==> config.mk <==
export PLATFORM = sky130hd
export DESIGN_NAME = dac_pattern_gen
export DESIGN_NICKNAME = d
export VERILOG_FILES = /design/src/rtl/dac_pattern_pkg.sv /design/src/rtl/dac_pattern_prbs.sv /design/src/rtl/dac_pattern_gen.sv
export SDC_FILE = /design/constraint.sdc
export NUM_CORES = 1
export LEC_CHECK = 0
export ABC_AREA = 1
export CORE_ASPECT_RATIO = 0.9
export CORE_MARGIN = 2
export CORE_UTILIZATION = 45
export DETAILED_ROUTE_END_ITERATION = 10
export PLACE_DENSITY = 0.68
export SYNTH_ARGS = -nofsm -noshare
export SYNTH_HDL_FRONTEND = slang
export SYNTH_SLANG_ARGS = --single-unit
==> constraint.sdc <==
create_clock -name clk -period 10.6 [get_ports clk]
set_clock_uncertainty 0.15 [all_clocks]
set_input_delay 2.12 -clock clk [delete_from_list [all_inputs] [get_ports clk]]
set_output_delay 2.12 -clock clk [all_outputs]
set_load 0.005 [all_outputs]
==> src/rtl/dac_pattern_pkg.sv <==
// Shared definitions for the DAC test-pattern generator: mode codes,
// PRBS23 polynomial constants and the power-on contents of the pattern table.
package dac_pattern_pkg;

    typedef enum logic [1:0] {
        MODE_TABLE = 2'd0,
        MODE_RAMP  = 2'd1,
        MODE_PRBS  = 2'd2,
        MODE_ZERO  = 2'd3
    } mode_e;

    // x^23 + x^18 + 1, shifting towards the MSB with feedback into bit 0
    localparam int PRBS_LEN   = 23;
    localparam int PRBS_TAP_A = 22;
    localparam int PRBS_TAP_B = 17;
    localparam logic [PRBS_LEN-1:0] PRBS_SEED = '1;

    // I column of the reset table: +max, 0, -max repeating; the Q column is all zero.
    function automatic logic [15:0] reset_table_i(input int unsigned width, input int unsigned k);
        logic [15:0] half;
        half = 16'd1 << (width - 1);
        case (k % 3)
            0:       return half - 16'd1;
            1:       return 16'd0;
            default: return half;
        endcase
    endfunction

endpackage

==> src/rtl/dac_pattern_prbs.sv <==
// PRBS23 source for the DAC pattern generator; steps once per advance,
// returns to the all-ones seed on clear. Presents the low DATA_WIDTH bits.
module dac_pattern_prbs
    import dac_pattern_pkg::*;
#(
    parameter int DATA_WIDTH = 12
) (
    input  logic                  clk,
    input  logic                  rst,
    input  logic                  advance,
    input  logic                  clear,
    output logic [DATA_WIDTH-1:0] dout
);

    logic [PRBS_LEN-1:0] lfsr;

    always_ff @(posedge clk or posedge rst) begin
        if (rst) begin
            lfsr <= PRBS_SEED;
        end else if (clear) begin
            lfsr <= PRBS_SEED;
        end else if (advance) begin
            lfsr <= {lfsr[PRBS_LEN-2:0], lfsr[PRBS_TAP_A] ^ lfsr[PRBS_TAP_B]};
        end
    end

    assign dout = lfsr[DATA_WIDTH-1:0];

endmodule

==> src/rtl/dac_pattern_gen.sv <==
// DAC-side test-pattern source (table / ramp / PRBS / zero) at a programmable beat cadence.
// PRBS mode is built only when DAC_PATTERN_GEN_PRBS_EN is defined; otherwise mode 2 outputs zeros.
module dac_pattern_gen
    import dac_pattern_pkg::*;
#(
    parameter int DATA_WIDTH    = 12,
    parameter int NUM_CHANNELS  = 1,
    parameter int PATTERN_DEPTH = 3,
    parameter int VALID_RATIO   = 2
) (
    input  logic                               clk,
    input  logic                               rst,
    input  logic                               enable,
    input  logic [1:0]                         mode,
    input  logic                               tbl_wr,
    input  logic [3:0]                         tbl_addr,
    input  logic [DATA_WIDTH-1:0]              tbl_wdata_i,
    input  logic [DATA_WIDTH-1:0]              tbl_wdata_q,
    output logic                               dac_valid,
    output logic [NUM_CHANNELS*DATA_WIDTH-1:0] dac_data_i,
    output logic [NUM_CHANNELS*DATA_WIDTH-1:0] dac_data_q,
    output logic                               dac_r1_mode,
    output logic                               pattern_wrap
);

    localparam int CNT_W = (VALID_RATIO > 1) ? $clog2(VALID_RATIO) : 1;
    localparam int IDX_W = $clog2(PATTERN_DEPTH);

    logic [CNT_W-1:0]                  cnt;
    logic [IDX_W-1:0]                  idx;
    logic [DATA_WIDTH-1:0]             ramp;
    mode_e                             active_mode;
    logic [DATA_WIDTH-1:0]             tbl_i [PATTERN_DEPTH];
    logic [DATA_WIDTH-1:0]             tbl_q [PATTERN_DEPTH];
    logic [NUM_CHANNELS*DATA_WIDTH-1:0] nxt_i, nxt_q;
    logic                              beat, last_idx, mode_load;

    assign dac_r1_mode = (NUM_CHANNELS == 1);
    assign beat        = enable && (cnt == '0);
    assign last_idx    = (idx == IDX_W'(PATTERN_DEPTH - 1));
    assign mode_load   = !enable || (beat && last_idx);

`ifdef DAC_PATTERN_GEN_PRBS_EN
    logic [DATA_WIDTH-1:0] prbs_data;

    dac_pattern_prbs #(.DATA_WIDTH(DATA_WIDTH)) u_prbs (
        .clk     (clk),
        .rst     (rst),
        .advance (beat && active_mode == MODE_PRBS),
        .clear   (!enable),
        .dout    (prbs_data)
    );
`endif

    for (genvar c = 0; c < NUM_CHANNELS; c++) begin : g_ch
        logic [IDX_W:0]        sum;
        logic [IDX_W-1:0]      entry;
        logic [DATA_WIDTH-1:0] ramp_c, ch_i, ch_q;
`ifdef DAC_PATTERN_GEN_PRBS_EN
        localparam int ROT = (4 * c) % DATA_WIDTH;
        logic [DATA_WIDTH-1:0] prbs_c;
        assign prbs_c = (ROT == 0) ? prbs_data
                                   : ((prbs_data << ROT) | (prbs_data >> (DATA_WIDTH - ROT)));
`endif

        // NOTE: every always_comb output gets a default first so no path can infer a latch.
        always_comb begin
            ch_i   = '0;
            ch_q   = '0;
            sum    = {1'b0, idx} + (IDX_W + 1)'(c);
            entry  = (sum >= (IDX_W + 1)'(PATTERN_DEPTH)) ? IDX_W'(sum - (IDX_W + 1)'(PATTERN_DEPTH))
                                                          : IDX_W'(sum);
            ramp_c = ramp + DATA_WIDTH'(c);
            case (active_mode)
                MODE_TABLE: begin
                    ch_i = tbl_i[entry];
                    ch_q = tbl_q[entry];
                end
                MODE_RAMP: begin
                    ch_i = ramp_c;
                    ch_q = ~ramp_c;
                end
`ifdef DAC_PATTERN_GEN_PRBS_EN
                MODE_PRBS: begin
                    ch_i = prbs_c;
                    ch_q = ~prbs_c;
                end
`endif
                default: ;
            endcase
        end

        assign nxt_i[c*DATA_WIDTH +: DATA_WIDTH] = ch_i;
        assign nxt_q[c*DATA_WIDTH +: DATA_WIDTH] = ch_q;
    end

    // NOTE: sequential state uses non-blocking assignments so every flop samples pre-edge values.
    always_ff @(posedge clk or posedge rst) begin
        if (rst) begin
            cnt          <= '0;
            idx          <= '0;
            ramp         <= '0;
            active_mode  <= MODE_TABLE;
            dac_valid    <= 1'b0;
            pattern_wrap <= 1'b0;
            dac_data_i   <= '0;
            dac_data_q   <= '0;
        end else begin
            dac_valid    <= beat;
            pattern_wrap <= beat && last_idx;
            if (!enable) begin
                cnt  <= '0;
                idx  <= '0;
                ramp <= '0;
            end else begin
                cnt <= (cnt == CNT_W'(VALID_RATIO - 1)) ? '0 : cnt + CNT_W'(1);
                if (beat) begin
                    dac_data_i <= nxt_i;
                    dac_data_q <= nxt_q;
                    idx        <= last_idx ? '0 : idx + IDX_W'(1);
                    if (active_mode == MODE_RAMP) begin
                        ramp <= ramp + DATA_WIDTH'(1);
                    end
                end
            end
            if (mode_load) begin
                active_mode <= mode_e'(mode);
            end
        end
    end

    // NOTE: the table is a reset flop array, not RAM, because reset must restore its contents.
    always_ff @(posedge clk or posedge rst) begin
        if (rst) begin
            for (int k = 0; k < PATTERN_DEPTH; k++) begin
                tbl_i[k] <= DATA_WIDTH'(reset_table_i(DATA_WIDTH, k));
                tbl_q[k] <= '0;
            end
        end else if (tbl_wr && (int'(tbl_addr) < PATTERN_DEPTH)) begin
            tbl_i[tbl_addr[IDX_W-1:0]] <= tbl_wdata_i;
            tbl_q[tbl_addr[IDX_W-1:0]] <= tbl_wdata_q;
        end
    end

endmodule

# ---- Yosys cells after proc, flatten, opt, wreduce, memory -nomap -nowiden
# Cells that the tools add are included.
dict set report op_classes {
  bitwise_logic 4
  add_sub_neg 4
  n_reduce_logical 9
  n_eq_ne 4
  magnitude_cmp 5
  n_mux 21
}
# cell n
set op_table {}
lappend op_table {{12-bit 2-to-1 mux} 8}
lappend op_table {{36-bit bitwise mux} 2}
lappend op_table {{12-bit binary-select mux with 2-bit select} 2}
lappend op_table {{12-bit case mux with 2 select lines} 2}
lappend op_table {{12-bit demux with 2-bit select} 1}
lappend op_table {{12-bit by 1-bit adder with 12-bit output (second input constant)} 1}
lappend op_table {{12-bit NOT} 1}
lappend op_table {{2-bit 2-to-1 mux} 4}
lappend op_table {{3-bit greater-or-equal comparator (second input constant)} 2}
lappend op_table {{2-bit NOT with 3-bit output} 2}
lappend op_table {{1-bit logical AND} 4}
lappend op_table {{4-bit by 2-bit less-than comparator with 1-bit output (second input constant)} 1}
lappend op_table {{2-bit by 1-bit != test with 1-bit output (second input constant)} 2}
lappend op_table {{2-bit AND reduction} 2}
lappend op_table {{3-bit by 1-bit less-than comparator with 1-bit output (second input constant)} 1}
lappend op_table {{2-bit by 1-bit adder with 2-bit output (second input constant)} 1}
lappend op_table {{2-bit by 1-bit == test with 1-bit output (second input constant)} 1}
lappend op_table {{2-bit == test (second input constant)} 1}
lappend op_table {{2-bit greater-or-equal comparator (second input constant)} 1}
lappend op_table {{2-bit zero test} 1}
lappend op_table {{1-bit 2-to-1 mux} 2}
lappend op_table {{2-bit subtractor (second input constant)} 1}
lappend op_table {{1-bit adder (second input constant)} 1}
lappend op_table {{1-bit zero test} 1}
lappend op_table {{other kinds (2)} 2}
dict set report word_totals {
  elab_cells 61
  input_bits 34
  ff_bits 115
  output_inout_bits 27
}

# ---- Longest topological paths before layout
dict set report logic_depth {
  word_depth 7
  depth_mapped 9
}

# ---- Worst setup path before layout
# OpenSTA, ideal clock, no wires.
dict set report synth_path {
  kind {input-to-reg}
  start {input tbl_addr[2]}
  end {register tbl_q[26] (netlist name)}
  arrival_time_ps 2883
  t_required_ps 10317
  stages 5
  setup_slack_ps 7435
  cell_sequence {nor2_1 > nand3_2 > nor3_2 > clkbuf_1 > o21ai_0}
}
dict set report synth_via {
  elab_chain_len 2
}
# element line_no
set synth_lines {}
lappend synth_lines {{from (decl)} dac_pattern_gen.sv:16} ;# input logic [3:0] tbl_addr,
lappend synth_lines {{4-bit by 2-bit less-than comparator with 1-bit output} dac_pattern_gen.sv:139} ;# end else if (tbl_wr && (int'(tbl_addr) < PATTERN_DEPTH)) begin
lappend synth_lines {{1-bit logical AND} dac_pattern_gen.sv:139}
lappend synth_lines {{to (signal, indexed assignment)} dac_pattern_gen.sv:141} ;# tbl_q[tbl_addr[IDX_W-1:0]] <= tbl_wdata_q;
lappend synth_lines {{to (decl)} dac_pattern_gen.sv:34} ;# logic [DATA_WIDTH-1:0] tbl_q [PATTERN_DEPTH];
# Every way passes these cells.
# A chain may end at the register's enable or synchronous reset.

# ---- Final worst setup path
dict set report layout_path {
  start {input tbl_addr[1]}
  end {register tbl_q[14] (netlist name)}
}
dict set report layout_via {
  elab_chain_len 6
  word_cells_on_any_way 9
  cone_classes {order compare: 3; mux: 3; bitwise: 1; reduce/logical: 2}
}
# element line_no
set layout_lines {}
lappend layout_lines {{2-bit NOT with 3-bit output (not written as such)} dac_pattern_gen.sv:141}
lappend layout_lines {{3-bit greater-or-equal comparator (not written as such) / 3-bit by 1-bit less-than comparator with 1-bit output (equally long branches)} dac_pattern_gen.sv:141}
lappend layout_lines {{1-bit logical AND (not written as such)} dac_pattern_gen.sv:141}
lappend layout_lines {{12-bit 2-to-1 mux (not written as such)} dac_pattern_gen.sv:141}
lappend layout_lines {{12-bit demux with 2-bit select} dac_pattern_gen.sv:141}
lappend layout_lines {{36-bit bitwise mux} dac_pattern_gen.sv:141}
# Parallel ways exist; a longest one is shown, timed or not.

==> metrics.txt <==
GRT Total Usage=0.2248; number of library cell types mapped by synthesis=32; Die X=120.1 um; Fin Hold WS=~0.32 ns; placed cell count=around 860; row cnt=38; Fmax achieved=249.5 MHz; vias per cell=5.158; # setup viols final=0; DPL Wire Length=about 8700 um; Nets=approximately 750; Die Ht=roughly 110 um; Mapped Cells=about 670; crit path max fanout=33; most frequent cells in the layout=nand2_1 (200), dfrtp_1 (102), o21ai_0 (90); period utilization=0.3781; router iterations before antenna repair=5; Final Hold Viols=0; PnR worst setup slack=around 6.6 ns; Fin Setup TNS=0 ns; starting density of the core=0.4574; hold endpoint=tbl_i[32]; largest net degree at the start of global routing=66; fin crit period=4.008 ns; Post-Route WL=13,610 um; #FFs+latches synth=between 100 and 150; clk slew on worst S/H paths=0.05 ns; RSZ-0062 raised after global routing=false; Fillers=~1.1k; Core Box Area=about 12,000 sq um; CP required=about 11 ns; critical path launch point=tbl_addr[1]; min-delay src=tbl_i[32]; pwr/cell area=~210 nW/um^2; P&R area growth vs syn=23.13%; vias in the first global route=4,808; drt drc=0; Syn Std Cell Area=5459 sq um; sequential share of the synthesized area=0.5253; Initial DRC Count=403; Post-DRT Antenna Nets=0; fin cells=just under 900; syn_area_per_cell=8.184 sq um; Synth async-reset ratio=1.000; Crit path arrival time=4.13 ns; Place WS=between 6 and 7 ns; total CTS buffers=17; Synth Net Count=702; leakage power total=3.135 nW; Placed Instance Area=~6100 sq um; H-tree depth=4; die footprint=13,030 sq um; initial antenna violation count=0; CP Launch Type=input port; Clk Latency, worst-skew pair=0.41 ns; GRT overflow=0; peak supply drop=0.1285 mV; CTS tree=done; I/O pin cnt=61; root buffer cell=clkbuf_16; R2R cell count=6; first-pass GRT wire length=roughly 23,000 um; Tightest Hold Check Type=reg -> reg; prevailing post-synth register cell=dfrtp_1; Longest Clk Path Bufs=2; Reg-to-Reg End=dac_data_q[1]; ant diodes=0; cts hold-fix bufs=0; Non-Filler Cell Area, Final=approximately 6700 sq um; Port-buffer cells=59; # clock sinks=114; number of max-cap violations=0; CTS-repair resized insts=0; fraction of layout cells with a size suffix above 1=0.1082; Setup CP Type=in -> reg; slew margin rel.=0.4351; wire per inst=15.29 um; Post-CTS Setup Bufs=0; GPL Wtd Cong=0.8386; r2r setup slk=8.46 ns; Synth Warn #=0; DR vias=4,591; Slew @ Worst Pin=0.8474 ns; Max Slew Vio Count=0; most common cell after layout, fill and taps aside=nand2_1; reg-to-reg critical path startpoint=idx[0]; EDFF count, synth=0; outcome=finished, final reports clean; WHS Path Cells=2; crit path capture type=flip-flop
==> synthesized netlist by cell type (all sizes together) (4+ instances only) <==
master | number | area [sq um]
nor3 | 4 | 25.02
buf | 22 | 175.2
clkbuf | 10 | 40.04
o211ai | 14 | 105.1
nand2 | 209 | 807.0
a21oi | 17 | 85.08
nand4 | 10 | 62.56
dfstp | 12 | 315.3
inv | 91 | 341.6
dfrtp | 102 | 2552
nor2 | 19 | 110.1
o21ai | 133 | 703.2
nand3 | 19 | 100.1
==> through the flow <==
stage / power [mW] / utilization
detailed placement: 0.8189 / 0.5089
CTS: 1.447 / 0.5632
finish: 1.438 / 0.5632
global placement: 0.8080 / 0.5089
floorplan: 0.7146 / -
global route: 1.509 / 0.5632
==> state kept, by name, summed over array words and instances, names as in the netlist <==
name          count
dac_data_i       12
active_mode       2
ramp             12
dac_data_q       12
tbl_i            36
pattern_wrap      1
cnt               1
tbl_q            36
idx               2
==> area by class of cell <==
class | count | area (sq um) | share of cell area
Timing Repair Buffer | 63 | 620.6 | 0.09233
Clock inverter | 9 | 150.1 | 0.02234
Inverter | 91 | 344.1 | 0.05119
Tap cell | 160 | 200.2 | 0.02978
Clock buffer | 23 | 498.0 | 0.07409
Multi-Input combinational cell | 430 | 2041 | 0.3036
Sequential cell | 114 | 2868 | 0.4267
==> worst max path at each step <==
stage	to	cells after the start	slack (ns)
2_1_floorplan	active_mode[0]	1	5.33
3_3_place_gp	tbl_i[23]	6	6.24
3_5_place_dp	tbl_q[16]	6	6.20
4_1_cts	tbl_q[14]	6	6.61
5_1_grt	tbl_q[12]	7	6.44
6_report	tbl_q[14]	6	6.59
==> cells by family (layout without fill, tap and decap cells) <==
| group | count (synthesis) | after routing | share of synthesized area |
|---|---|---|---|
| DFF | 114 | 114 | 0.5253 |
| adders and majority gates | 1 | 1 | 0.002292 |
| buffers and inverters | 123 | 186 | 0.1020 |
| and+or+nand+nor | 262 | 262 | 0.2038 |
| other | 1 | 1 | 0.0006869 |
| AOI/OAI and AO/OA | 166 | 166 | 0.1659 |
==> report_power, final <==
part / switching, mW / internal [mW]
combinational: 0.133 / 0.107
clock: 0.201 / 0.423
sequential: 0.0427 / 0.531
total: 0.377 / 1.06
==> worst max-delay path, stage by stage <==
cell	delay, ns
clkdlybuf4s50_1	0.49
nand2_1	0.12
nand3_2	0.39
nor2_2	0.44
buf_4	0.41
o21ai_0	0.14
==> metal layers <==
metal,global-route usage,routed length [um],up-vias
met2,0.3726,6500,160
met5,0,0,-
met4,0.07983,202,0
li1,-,-,2235
met3,0.05169,871,23
met1,0.2908,6032,2173
No activity file was read; power rests on OpenSTA's default activity.
